`config.mk`:
```
export PLATFORM = sky130hd
export DESIGN_NAME = serial_subtractor_8bit_flat
export DESIGN_NICKNAME = d
export VERILOG_FILES = /design/src/rtl/serial_subtractor_8bit_if.sv /design/src/rtl/serial_subtractor_8bit.sv /design/src/flat_wrapper.sv
export SDC_FILE = /design/constraint.sdc
export NUM_CORES = 1
export LEC_CHECK = 0
export ABC_AREA = 1
export BUFFER_PORTS_ARGS = -buffer_cell sky130_fd_sc_hd__buf_2
export CAP_MARGIN = 15
export CORE_MARGIN = 5
export CORE_UTILIZATION = 25
export CTS_CLUSTER_SIZE = 24
export DETAILED_ROUTE_END_ITERATION = 8
export GPL_TIMING_DRIVEN = 0
export PLACE_DENSITY = 0.38
export SLEW_MARGIN = 20
export SYNTH_ARGS = -nofsm -noshare
export SYNTH_HDL_FRONTEND = slang
export SYNTH_SLANG_ARGS = --single-unit
```
`constraint.sdc`:
```
create_clock -name clk_in -period 1.56 [get_ports clk_in]
set_input_delay 0.312 -clock clk_in [delete_from_list [all_inputs] [get_ports clk_in]]
set_output_delay 0.312 -clock clk_in [all_outputs]
set_load 0.02 [all_outputs]
```
`src/rtl/serial_subtractor_8bit_if.sv`:
```
// Operand/result bundle for the bit-serial subtractor.
// The master issues start/operands and the slave returns the registered result and status.
interface serial_subtractor_8bit_if #(
    parameter int unsigned WIDTH = 8
);
    logic             start_in;
    logic [WIDTH-1:0] a_in;
    logic [WIDTH-1:0] b_in;
    logic [WIDTH-1:0] diff_out;
    logic             borrow_out;
    logic             zero_out;
    logic             busy_out;
    logic             done_out;

    modport master (
        output start_in, a_in, b_in,
        input  diff_out, borrow_out, zero_out, busy_out, done_out
    );

    modport slave (
        input  start_in, a_in, b_in,
        output diff_out, borrow_out, zero_out, busy_out, done_out
    );
endinterface

```
`src/rtl/serial_subtractor_8bit.sv`:
```
// Bit-serial subtractor: diff = a - b, one bit per clock, LSB first.
// Results and flags are held until the next completion.
module serial_subtractor_8bit #(
    parameter int unsigned WIDTH = 8
) (
    input logic                     clk_in,
    input logic                     rst_in,
    serial_subtractor_8bit_if.slave bus
);
    localparam int unsigned CntW = (WIDTH > 1) ? $clog2(WIDTH) : 1;

    typedef enum logic {StIdle, StShift} state_e;

    state_e           state_q, state_d;
    logic [WIDTH-1:0] a_q, a_d, b_q, b_d, res_q, res_d, diff_q, diff_d;
    logic [CntW-1:0]  cnt_q, cnt_d;
    logic             br_q, br_d, borrow_q, borrow_d, zero_q, zero_d, done_q, done_d;

    logic             bit_a, bit_b, bit_d, br_next;
    logic [WIDTH-1:0] res_shift;

    // Full-subtractor slice on the current LSBs.
    assign bit_a     = a_q[0];
    assign bit_b     = b_q[0];
    assign bit_d     = bit_a ^ bit_b ^ br_q;
    assign br_next   = (~bit_a & bit_b) | (~(bit_a ^ bit_b) & br_q);
    assign res_shift = {bit_d, res_q[WIDTH-1:1]};

    always_comb begin
        state_d  = state_q;
        a_d      = a_q;
        b_d      = b_q;
        res_d    = res_q;
        cnt_d    = cnt_q;
        br_d     = br_q;
        diff_d   = diff_q;
        borrow_d = borrow_q;
        zero_d   = zero_q;
        done_d   = 1'b0;
        case (state_q)
            StIdle: begin
                if (bus.start_in) begin
                    a_d     = bus.a_in;
                    b_d     = bus.b_in;
                    res_d   = '0;
                    cnt_d   = '0;
                    br_d    = 1'b0;
                    state_d = StShift;
                end
            end
            StShift: begin
                a_d   = a_q >> 1;
                b_d   = b_q >> 1;
                res_d = res_shift;
                br_d  = br_next;
                cnt_d = cnt_q + CntW'(1);
                if (cnt_q == CntW'(WIDTH - 1)) begin
                    diff_d   = res_shift;
                    borrow_d = br_next;
                    zero_d   = (res_shift == '0);
                    done_d   = 1'b1;
                    state_d  = StIdle;
                end
            end
            default: state_d = StIdle;
        endcase
    end

    always_ff @(posedge clk_in or posedge rst_in) begin
        if (rst_in) begin
            state_q  <= StIdle;
            a_q      <= '0;
            b_q      <= '0;
            res_q    <= '0;
            cnt_q    <= '0;
            br_q     <= 1'b0;
            diff_q   <= '0;
            borrow_q <= 1'b0;
            zero_q   <= 1'b0;
            done_q   <= 1'b0;
        end else begin
            state_q  <= state_d;
            a_q      <= a_d;
            b_q      <= b_d;
            res_q    <= res_d;
            cnt_q    <= cnt_d;
            br_q     <= br_d;
            diff_q   <= diff_d;
            borrow_q <= borrow_d;
            zero_q   <= zero_d;
            done_q   <= done_d;
        end
    end

    assign bus.diff_out   = diff_q;
    assign bus.borrow_out = borrow_q;
    assign bus.zero_out   = zero_q;
    assign bus.busy_out   = (state_q == StShift);
    assign bus.done_out   = done_q;
endmodule

```
`src/flat_wrapper.sv`:
```
// flat-port wrapper written by rule: the top's interface ports become plain ports
module serial_subtractor_8bit_flat 
#(
    parameter int unsigned WIDTH = 8
)
  (clk_in, rst_in, bus_start_in, bus_a_in, bus_b_in, bus_diff_out, bus_borrow_out, bus_zero_out, bus_busy_out, bus_done_out);
  serial_subtractor_8bit_if #(.WIDTH(WIDTH)) bus_i ();
  input logic clk_in;
  input logic rst_in;
  input wire logic [$bits(bus_i.start_in)-1:0] bus_start_in;
  input wire logic [$bits(bus_i.a_in)-1:0] bus_a_in;
  input wire logic [$bits(bus_i.b_in)-1:0] bus_b_in;
  output wire logic [$bits(bus_i.diff_out)-1:0] bus_diff_out;
  output wire logic [$bits(bus_i.borrow_out)-1:0] bus_borrow_out;
  output wire logic [$bits(bus_i.zero_out)-1:0] bus_zero_out;
  output wire logic [$bits(bus_i.busy_out)-1:0] bus_busy_out;
  output wire logic [$bits(bus_i.done_out)-1:0] bus_done_out;
  assign bus_i.start_in = bus_start_in;
  assign bus_i.a_in = bus_a_in;
  assign bus_i.b_in = bus_b_in;
  assign bus_diff_out = bus_i.diff_out;
  assign bus_borrow_out = bus_i.borrow_out;
  assign bus_zero_out = bus_i.zero_out;
  assign bus_busy_out = bus_i.busy_out;
  assign bus_done_out = bus_i.done_out;
  serial_subtractor_8bit #(.WIDTH(WIDTH)) u_core (.clk_in(clk_in), .rst_in(rst_in), .bus(bus_i));
endmodule
```
== After elaboration in Yosys (flattened, before gate mapping) ==
Index checks and enable logic that the tools add are counted.
Widths: inputs -> output; s select.
Word-level totals
  bits in registers: 40
  output and inout bits: 12
  word-level logic and storage cells: 38
Cells by class
  $add $sub $neg: 1
  equal/unequal tests: 2
  muxes and demuxes: 15
  bitwise operators: 8
  reduce and logical (&&, ||, !) cells: 2
Operators with widths (count)
  $pmux 8 s2: 3
  $mux 8: 3
  $logic_not 8->1: 1
  $pmux 3 s2: 1
  $mux 1: 5
  $pmux 1 s2: 2
  $add 3x1->3 const B: 1
  $eq 3x3->1 const B: 1
  $mux 3: 1
  $not 1->1: 3
  $and 1x1->1: 2
  $ne 2x2->1 const B: 1
  $reduce_and 2->1: 1
  $xor 1x1->1: 2
  $or 1x1->1: 1

== Logic depth before layout (Yosys ltp) ==
  depth after elaboration: 5
  gate-level depth with buffers: 7
  depth with buffers taken out: 7

== Worst setup path before layout ==
OpenSTA, ideal clock, no wires.
  path type: register to register
  from: register u_core.b_q[0]
  to: register u_core.zero_q, in the netlist u_core.bus.zero_out
  arrival: 1.102 ns
  path slack: 0.341 ns
  cell stages (with the launch flop): 8
  cell sequence: dfrtp_1 -> inv_1 -> fa_1 -> inv_1 -> nand2_1 -> nor2_1 -> nand3_1 -> nand2_1
On the way
  word-level cells in the longest chain between the ends: 3
RTL lines
  start: declaration: line serial_subtractor_8bit.sv:15  | logic [WIDTH-1:0] a_q, a_d, b_q, b_d, res_q, res_d, diff_q, diff_d;
  start signal: assignment: line serial_subtractor_8bit.sv:73  | b_q <= '0;
  start signal: assignment: line serial_subtractor_8bit.sv:84  | b_q <= b_d;
  $xor 1x1->1 (2 in a row): line serial_subtractor_8bit.sv:25  | assign bit_d = bit_a ^ bit_b ^ br_q;
  named net u_core.bit_d: line serial_subtractor_8bit.sv:19  | logic bit_a, bit_b, bit_d, br_next;
  $logic_not 8->1: line serial_subtractor_8bit.sv:60  | zero_d = (res_shift == '0);
  end signal: assignment: line serial_subtractor_8bit.sv:90  | zero_q <= zero_d;
  end: declaration: line serial_subtractor_8bit.sv:17  | logic br_q, br_d, borrow_q, borrow_d, zero_q, zero_d, done_q, done_d;
The timed path passes the listed nets, and every way through them passes these cells.
A chain may end at the register's enable or synchronous reset.

== Final worst setup path ==
  from: register u_core.cnt_q[0]
  to: register u_core.diff_q[2], in the netlist u_core.bus.diff_out[2]
On the way
  word-level cells in the longest chain between the ends: 2
RTL lines
  start: declaration: line serial_subtractor_8bit.sv:16  | logic [CntW-1:0] cnt_q, cnt_d;
  start signal: assignment: line serial_subtractor_8bit.sv:86  | cnt_q <= cnt_d;
  $eq 3x3->1: line serial_subtractor_8bit.sv:57  | if (cnt_q == CntW'(WIDTH - 1)) begin
  $reduce_and 2->1 (no source line)
  end signal: assignment: line serial_subtractor_8bit.sv:88  | diff_q <= diff_d;
  end: declaration: line serial_subtractor_8bit.sv:15
No other way between the ends.

==> results.toml <==
[power_and_ir_drop]
p_leak_nw = 1.04
power.density_nw_per_um2 = 1980
vdd_ir_drop_max_v = 0.000564
p_seq_frac = 0.404
power_frac_clock = 0.212
swShare = 0.376
p_comb_frac = 0.384
net-switching-power_mw = 1.50
power.internal_mw = 2.49

[floorplanning]
ios = 31
core-area_sq_um = 6350
die_h_um = 90.7
die_width_um = 90.7
initial_core_util = 0.257
rows = 29
die_area_sq_um = 8230

[worst_hold_path]
holdCritPathClass = "in2async"

[layout]
post-route-util = 0.317
final_cells = 281
drive_gt1_frac = 0.260
nets = 225
fillCellCount = 664
diodes = 0
area_growth_pct = 23.7

[placement]
dp.final_hpwl_um = 2580
gp_congestion = 0.729
port-buffer-count = 30
dp_cells = 273

[setup_path]
reg2reg_depth = 5
path_depth = 5
cp-end-kind = "register"
crit_path_start_kind = "register"
crit_chain = "ha_1, ha_1, nand2_4, buf_6, o21ai_0"
crit_buf_inv = 1
crit_required_ps = 1740
cpMostUsedCell = "ha_1"
critPathMaxStageDelay_ps = 400
crit_family = "flip-flops"
worst-setup-path-type = "reg2reg"
crit_fanout = 10
worstPathArrival_ps = 1470
critical-path-slowest-cell = "dfrtp_1"

[route]
drt_iter0_markers = 33
finalWirelength_um = 3610
avgViaCountPerCell = 4.26
drc = 0
post_drt_wl_per_cell_um = 12.8
vias = 1196
firstDrtPassIters = 4
ant_nets = 0

[global_routing]
gr-total-overflow = 0
grt_antenna_before_repair = 0
grt_pass1_vias = 1288
grt_start_max_net_pins = 23
grt_usage = 0.0969
grt_first_pass_wirelength_um = 6390

[timing]
fin_crit_ps = 1290
rsz0062_at_grt = "false"
slew_viol_final = 0
hold_viol_final = 0
finalSetupViolCount = 0
fin_crit_sh = 0.829
worst_clock_skew_ps = 6.56
relSlewSlack = 0.704
max_freq_mhz = 774
fin_tns_setup_ps = 0
worstMarginPinSlew_ps = 443

[clock_tree]
cts-resized-gates = 0
cts.sinks = 39
htreeDepth = 2
worstSkewPairLatency_ps = 290
cts_tree = "built"
cts_setup_buffers = 0
cts_hold_buffers = 0
cts_buffers = 5
clkTransAtPathRegs_ps = 80
clk_path_buf_depth = 2
cts_root_buf = "clkbuf_8"

[synth]
synth.cell_area_sq_um = 1630
synth_cell_types = 19
synth_area_leaders = "dfrtp_1, nand2_1, o21ai_0"
synth_cells = 165
netlist.area_leader.share = 0.599
ys_warn_count = 0
ys_seq_elements = 39
yosysTopAreaCell = "dfrtp_1"
avgSynthCellArea_sq_um = 9.87
syn-num-nets = 187
synth-seq-area-share = 0.599

[status]
outcome = "completed"

[flow_run]
drv_cap = 0
worst register-to-register path: stages (launching register included):
cell     delay (ps)
dfrtp_1         400
ha_1            200
ha_1            200
nand2_4         140
buf_6           150
o21ai_0          80
synth_stat cells, drive strengths merged:
cell type,n
dfrtp,39
o211ai,3
inv,15
ha,2
buf,6
a22o,2
o22ai,7
nand2,58
o21ai,12
nand3,12
fa,1
nor2,8
power groups by stage:
stage,clock [mW],combinational [mW],sequential (mW)
6_report,0.845,1.53,1.61
5_1_grt,0.935,1.75,1.67
4_1_cts,0.882,1.58,1.62
3_5_place_dp,0,1.58,1.64
3_3_place_gp,0,1.54,1.62
2_1_floorplan,0,0.974,1.77
final timing paths:
check / slack [ps] / to / start
max in group asynchronous: 1090 / u_core.bus.diff_out[7] / rst_in
worst min register to register: 480 / u_core.bus.diff_out[5] / u_core.bus.diff_out[5]
worst max-delay path: 270 / u_core.bus.diff_out[2] / u_core.cnt_q[0]
min in group clk_in: 220 / u_core.b_q[3] / bus_b_in[3]
worst max register to register: 270 / u_core.bus.diff_out[2] / u_core.cnt_q[0]
worst min-delay path: 10 / u_core.a_q[6] / rst_in
cell type report:
type                       instances  area [sq um]  area share
inverter                          15          56.3      0.0279
tap                               77          96.3      0.0478
sequential                        39           976       0.484
timing repair buffer              31           178      0.0881
multi-input combinational        105           544       0.270
buffer                             6          52.6      0.0261
clock buffer                       5          68.8      0.0341
clock inverter                     3          43.8      0.0217
layer usage:
| metal | track usage | up-vias | share of wire |
|---|---|---|---|
| met5 | 0 | - | 0 |
| met4 | 0.0372 | 0 | 0.017 |
| met3 | 0.0292 | 7 | 0.048 |
| met2 | 0.151 | 27 | 0.44 |
| met1 | 0.125 | 560 | 0.49 |
| li1 | - | 602 | - |
per-stage QoR:
stage,worst slack [ps],cell area [sq um],total power [mW],hold WS [ps]
2_1_floorplan,341,1630,2.74,432
3_3_place_gp,-214,1880,3.16,461
3_5_place_dp,256,1900,3.21,345
4_1_cts,244,2020,4.08,20.8
5_1_grt,162,2020,4.35,42.9
6_report,268,2020,3.99,9.90
logic make-up (layout without fill, tap and decap cells):
kind of cell / after synthesis / after routing / synth area share
flip-flops: 39 / 39 / 0.599
adder cells (fa/ha/maj): 3 / 3 / 0.0276
AND/OR/NAND/NOR: 78 / 78 / 0.218
AO/OA/AOI/OAI: 24 / 24 / 0.0883
buffers and inverters: 21 / 60 / 0.0668
cell usage in the layout (no fill, tap or decap), types with 2 or more instances in the layout:
| cell | n |
|---|---|
| nand2_1 | 56 |
| dfrtp_1 | 39 |
| buf_2 | 33 |
| inv_1 | 12 |
| o21ai_0 | 12 |
| nand3_1 | 11 |
| o22ai_1 | 7 |
| nor2_1 | 6 |
| clkbuf_8 | 5 |
| inv_2 | 3 |
| o211ai_1 | 3 |
| buf_6 | 2 |
| nor2_8 | 2 |
| a22o_1 | 2 |
| ha_1 | 2 |
sequential cells by signal, summed over array words and instances (netlist names):
register	flops
u_core.b_q	8
u_core.bus.borrow_out	1
u_core.bus.busy_out	1
u_core.bus.done_out	1
u_core.bus.diff_out	8
u_core.cnt_q	3
u_core.bus.zero_out	1
u_core.br_q	1
u_core.a_q	8
u_core.res_q	7
(Power assumes the default switching activity.)
